### src/rtl/id_ex_reg.sv
// rtl/id_ex_reg.sv - ID/EX pipeline register with one-deep skid buffer and flush
// EX always sees the main entry; the skid entry only absorbs one instruction while EX stalls.

module id_ex_reg #(
   parameter int          DATA_W    = 32,
   parameter logic [4:0]  ALU_NO_OP = 5'd0
) (
   input  logic              clk,
   input  logic              rst,

   input  logic              id_valid_i,
   output logic              id_ready_o,
   input  logic [DATA_W-1:0] id_pc_i,
   input  logic [DATA_W-1:0] id_rs1_data_i,
   input  logic [DATA_W-1:0] id_rs2_data_i,
   input  logic [DATA_W-1:0] id_imm_i,
   input  logic [4:0]        id_rd_addr_i,
   input  logic [4:0]        id_rs1_addr_i,
   input  logic [4:0]        id_rs2_addr_i,
   input  logic [4:0]        cu_ALUctrl_i,
   input  logic              cu_reg_we_i,

   input  logic              ctrl_flush_i,

   input  logic              ex_ready_i,
   output logic              ex_valid_o,
   output logic [DATA_W-1:0] ex_pc_o,
   output logic [DATA_W-1:0] ex_rs1_data_o,
   output logic [DATA_W-1:0] ex_rs2_data_o,
   output logic [DATA_W-1:0] ex_imm_o,
   output logic [4:0]        ex_rd_addr_o,
   output logic [4:0]        ex_rs1_addr_o,
   output logic [4:0]        ex_rs2_addr_o,
   output logic [4:0]        ex_ALUctrl_o,
   output logic              ex_reg_we_o
);

   typedef enum logic [1:0] {
      EMPTY = 2'd0,
      ONE   = 2'd1,
      TWO   = 2'd2
   } state_t;

   typedef struct packed {
      logic [DATA_W-1:0] pc;
      logic [DATA_W-1:0] rs1_data;
      logic [DATA_W-1:0] rs2_data;
      logic [DATA_W-1:0] imm;
      logic [4:0]        rd_addr;
      logic [4:0]        rs1_addr;
      logic [4:0]        rs2_addr;
      logic [4:0]        alu_ctrl;
      logic              reg_we;
   } entry_t;

   state_t state;
   entry_t main_q;
   entry_t skid_q;
   entry_t in_d;
   logic   ready_q;
   logic   valid_q;
   logic   accept;
   logic   fire;

   // Turning the main entry into a bubble keeps stale data but kills its side effects.
   function automatic entry_t make_bubble(input entry_t e);
      entry_t b;
      b          = e;
      b.alu_ctrl = ALU_NO_OP;
      b.reg_we   = 1'b0;
      return b;
   endfunction

   function automatic entry_t reset_entry();
      entry_t r;
      r          = '0;
      r.alu_ctrl = ALU_NO_OP;
      return r;
   endfunction

   always_comb begin
      in_d          = '0;
      in_d.pc       = id_pc_i;
      in_d.rs1_data = id_rs1_data_i;
      in_d.rs2_data = id_rs2_data_i;
      in_d.imm      = id_imm_i;
      in_d.rd_addr  = id_rd_addr_i;
      in_d.rs1_addr = id_rs1_addr_i;
      in_d.rs2_addr = id_rs2_addr_i;
      in_d.alu_ctrl = cu_ALUctrl_i;
      in_d.reg_we   = cu_reg_we_i;
   end

   assign accept = id_valid_i & ready_q & ~ctrl_flush_i;
   assign fire   = valid_q & ex_ready_i;

   // Handshake flags are registered alongside state so neither depends on ex_ready_i.
   always_ff @(posedge clk or posedge rst) begin
      if (rst) begin
         state   <= EMPTY;
         ready_q <= 1'b1;
         valid_q <= 1'b0;
         main_q  <= reset_entry();
         skid_q  <= '0;
      end else if (ctrl_flush_i) begin
         state   <= EMPTY;
         ready_q <= 1'b1;
         valid_q <= 1'b0;
         main_q  <= make_bubble(main_q);
         skid_q  <= make_bubble(skid_q);
      end else begin
         case (state)
            EMPTY: begin
               if (accept) begin
                  state   <= ONE;
                  valid_q <= 1'b1;
                  main_q  <= in_d;
               end
            end
            ONE: begin
               if (accept && fire) begin
                  main_q <= in_d;
               end else if (accept) begin
                  state   <= TWO;
                  ready_q <= 1'b0;
                  skid_q  <= in_d;
               end else if (fire) begin
                  state   <= EMPTY;
                  valid_q <= 1'b0;
                  main_q  <= make_bubble(main_q);
               end
            end
            TWO: begin
               if (fire) begin
                  state   <= ONE;
                  ready_q <= 1'b1;
                  main_q  <= skid_q;
               end
            end
            default: begin
               state   <= EMPTY;
               ready_q <= 1'b1;
               valid_q <= 1'b0;
               main_q  <= make_bubble(main_q);
            end
         endcase
      end
   end

   assign id_ready_o    = ready_q;
   assign ex_valid_o    = valid_q;
   assign ex_pc_o       = main_q.pc;
   assign ex_rs1_data_o = main_q.rs1_data;
   assign ex_rs2_data_o = main_q.rs2_data;
   assign ex_imm_o      = main_q.imm;
   assign ex_rd_addr_o  = main_q.rd_addr;
   assign ex_rs1_addr_o = main_q.rs1_addr;
   assign ex_rs2_addr_o = main_q.rs2_addr;
   assign ex_ALUctrl_o  = main_q.alu_ctrl;
   assign ex_reg_we_o   = main_q.reg_we;

endmodule

### config.mk
export PLATFORM = sky130hd
export DESIGN_NAME = id_ex_reg
export DESIGN_NICKNAME = d
export VERILOG_FILES = /design/src/rtl/id_ex_reg.sv
export SDC_FILE = /design/constraint.sdc
export NUM_CORES = 1
export LEC_CHECK = 0
export ABC_CLOCK_PERIOD_IN_PS = 17800
export CAP_MARGIN = 20
export CORE_MARGIN = 3
export CORE_UTILIZATION = 54
export DETAILED_ROUTE_END_ITERATION = 8
export PLACE_DENSITY = 0.82
export SLEW_MARGIN = 40
export SYNTH_ARGS = -nofsm -noshare
export SYNTH_HDL_FRONTEND = slang
export SYNTH_SLANG_ARGS = --single-unit
### constraint.sdc
create_clock -name clk -period 17.8 [get_ports clk]
set_input_delay 3.56 -clock clk [delete_from_list [all_inputs] [get_ports clk]]
set_output_delay 3.56 -clock clk [all_outputs]
set_load 0.01 [all_outputs]
==> summary.txt <==
Run status
  – Run status: completed

Clock network
  – PostCTS Resize Cnt: 0
  – Cts hold-fix bufs: 0
  – CTS tree: yes
  – Clock Tree Buf Depth: 3
  – Clk sinks: between 300 and 400
  – Root Buffer: clkbuf_16
  – Num CTS Buffers: 34
  – Clk slew on worst S/H paths: 0.06 ns
  – H-tree lvl count: 2
  – # Post-CTS Setup Buffers: 0
  – Worst skew pair latency: around 0.50 ns

STA
  – Fmax achieved: approximately 150 MHz
  – Final Hold Vio Count: 0
  – Fin. max-slew vios: 0
  – Worst slew margin: 43.81%
  – Worst slew pin tran: between 0.8 and 0.9 ns
  – Fin Clk Skew: about 0.013 ns
  – Period Utilization, post-route: 37.17%
  – RSZ-0062 raised after global routing: false
  – Setup_tns: 0 ns
  – Tmin final: between 6 and 7 ns
  – Final setup margin: between 10 and 15 ns
  – Final setup fails: 0

Setup path
  – Crit path arrival time: ~7 ns
  – CP Class: in2reg
  – CP Max Fanout: 60
  – Required time of the critical path: approximately 18 ns
  – Worst setup EP type: flip-flop
  – Startpoint Class: primary input

Yosys
  – Synth Cell Area: 14570 sq um
  – Area contributors post-synth: dfrtp_1 52%, mux2_2 17%, mux2i_1 10%
  – Largest family of logic cells by synthesized area: multiplexers
  – Post-Synth Adder-Cell Area: 0%
  – Top cell type's share of synthesized area: 51.68%
  – Ys async rst share: 100.0%
  – Top_reg_cell synth: dfrtp_1
  – Unique cell type count in the Yosys netlist: 32
  – Mean area per synthesized cell: between 10 and 15 sq um
  – Leading area contributor after synthesis: dfrtp_1
  – Yosys warns: 0
  – Synth top cells by count: 301 x dfrtp_1, 216 x mux2_2, 150 x mux2i_1, 149 x o2bb2ai_1, 70 x mux2_4
  – FF+latch count, synth: between 300 and 400
  – EDFF count, synth: 0
  – Syn_nets: between 1000 and 1500
  – Xor-xnor portion of the synthesized cell area: 0%
  – Mux cell area share after synthesis: between 30% and 40%
  – Register area share after synthesis: 51.86%
  – Post-Synth Simple-Gate Area: less than 1%
  – Synth Instances: ~1000
  – Count leader, synth: dfrtp_1
  – Post-synthesis compound-gate area fraction: roughly a tenth

Route
  – DR pass1 iterations: 5
  – DRC violations left: 0
  – Via count: approximately 9600
  – Routed Antenna Nets: 0
  – Via density: 5.821
  – WL final: around 35000 um
  – WL per Instance: 21.12 um
  – DRT iter0 DRCs: between 600 and 700

Global routing
  – First-pass GRT wire length: about 54000 um
  – Gr ovfl total: 0
  – Global Route Usage Sum: 23.21%
  – Antenna violations before repair: 4
  – Largest net degree at the start of global routing: between 150 and 200
  – Vias in the first global route: 9760

Final layout
  – Layout cells sized above 1: approximately 28%
  – Final core utilization: approximately 70%
  – Final nets: between 1000 and 1500
  – Syn-to-layout area delta: 30.07%
  – Filler cell count: roughly 1800

Floorplan
  – Die W: 170.3 um
  – IO Count: between 300 and 400
  – Initial Util: 55.46%
  – Die area: just under 30000 sq um
  – Chip height: roughly 170 um
  – Core footprint: approximately 26000 sq um
  – Num rows: about 60

Placed design
  – IO buf count: ~300
  – Setup WS pre-CTS: approximately 11 ns
  – Post-DP HPWL: between 20000 and 25000 um
  – Final GP Congestion: 0.8127

Power and ir drop
  – PwrDens: 139.6 nW/um^2
  – LEAKAGE: between 0.007 and 0.008 uW
  – Peak supply drop: just over 0.00009 V

Worst hold path
  – Type of the worst min-delay path: reg2reg

Run
  – Number of max-cap violations: 0
==> cells by family (layout without fill, tap and decap cells) <==
kind of cell | count (synthesis) | count (layout)
and+or+nand+nor | 20 | 20
muxes | 436 | 436
other | 0 | 2
buffers and inverters | 85 | 379
AOI/OAI and AO/OA | 172 | 172
DFF | 302 | 302
==> final timing paths <==
check                      cells after the start  slack (ns)        from    endpoint
setup / recovery                               7       11.18  id_valid_i  ex_pc_o[1]
hold / removal                                 1        0.50   skid_q[0]   skid_q[0]
setup reg to reg                               6       13.96    state[1]  ex_pc_o[1]
hold reg to reg                                1        0.50   skid_q[0]   skid_q[0]
max in group asynchronous                      4       13.19         rst  skid_q[56]
min in group asynchronous                      2        3.48         rst  skid_q[42]
==> stage by stage <==
step                power, uW  std cells  cell area (sq um)  hold WS, ns
floorplan                1553       1015              14570       0.4656
global placement         1929       1582              17740       0.4821
detailed placement       1966       1583              17780       0.4854
CTS                      2667       1642              18890       0.5040
global route             2780       1646              18960       0.5112
finish                   2646       1646              18960       0.5032
==> where the power goes <==
part / internal, uW / switching [uW] / leakage [uW] / total (uW)
logic: 530 / 289 / 0.00346 / 819
clock network: 417 / 273 / 0.000552 / 689
registers: 964 / 174 / 0.00371 / 1140
total: 1910 / 735 / 0.00772 / 2650
==> flip-flops by register name, summed over array words and instances, names as in the netlist, 2 cells and up <==
signal         flops
state              2
ex_rd_addr_o       5
ex_ALUctrl_o       5
ex_rs1_addr_o      5
ex_rs1_data_o     32
ex_pc_o           32
skid_q           149
ex_rs2_data_o     32
ex_rs2_addr_o      5
ex_imm_o          32
==> cells in the final DEF, fill, tap and decap left out, types with 2 or more instances in the layout <==
| master | netlist | routed |
|---|---|---|
| dfrtp_4 | 0 | 2 |
| o2bb2ai_1 | 149 | 149 |
| clkbuf_1 | 22 | 6 |
| a21oi_1 | 4 | 4 |
| clkdlybuf4s50_1 | 0 | 304 |
| o21bai_1 | 2 | 2 |
| dfrtp_1 | 301 | 299 |
| clkbuf_16 | 0 | 37 |
| buf_12 | 0 | 2 |
| clkbuf_8 | 0 | 6 |
| diode_2 | 0 | 2 |
| or3_1 | 2 | 2 |
| a22o_1 | 12 | 12 |
| clkinv_2 | 0 | 7 |
| mux2_4 | 70 | 70 |
| mux2_2 | 216 | 216 |
| buf_4 | 0 | 5 |
| mux2i_1 | 150 | 150 |
| nand3_1 | 2 | 2 |
| buf_16 | 0 | 2 |
| buf_6 | 8 | 5 |
| nand2_1 | 4 | 4 |
==> per-layer routing <==
metal  vias up  part of all wire, %  GRT usage (%)
met2       310                   47          36.54
met5         -                0.066              0
li1       4376                    -              -
met1      4845                   45          33.07
met4         4                  1.7          5.996
met3        47                  6.7          4.994
==> critical path: stages <==
cell             delay (ns)
clkdlybuf4s50_1        0.49
and3b_1                0.25
o21bai_1               0.29
a21o_4                 0.52
buf_4                  0.68
buf_6                  0.69
mux2_2                 0.42
==> layout make-up <==
type / instances / area, sq um / area share (%)
timing repair buffer: 318 / 3232 / 17.05
antenna: 2 / 5.005 / 0.02640
clock inverter: 10 / 81.33 / 0.4290
tap: 335 / 419.2 / 2.211
multi-input combinational: 628 / 6603 / 34.83
inverter: 2 / 20.02 / 0.1056
sequential: 302 / 7566 / 39.91
clock buffer: 49 / 1031 / 5.439
No activity file was read; power rests on OpenSTA's default activity.
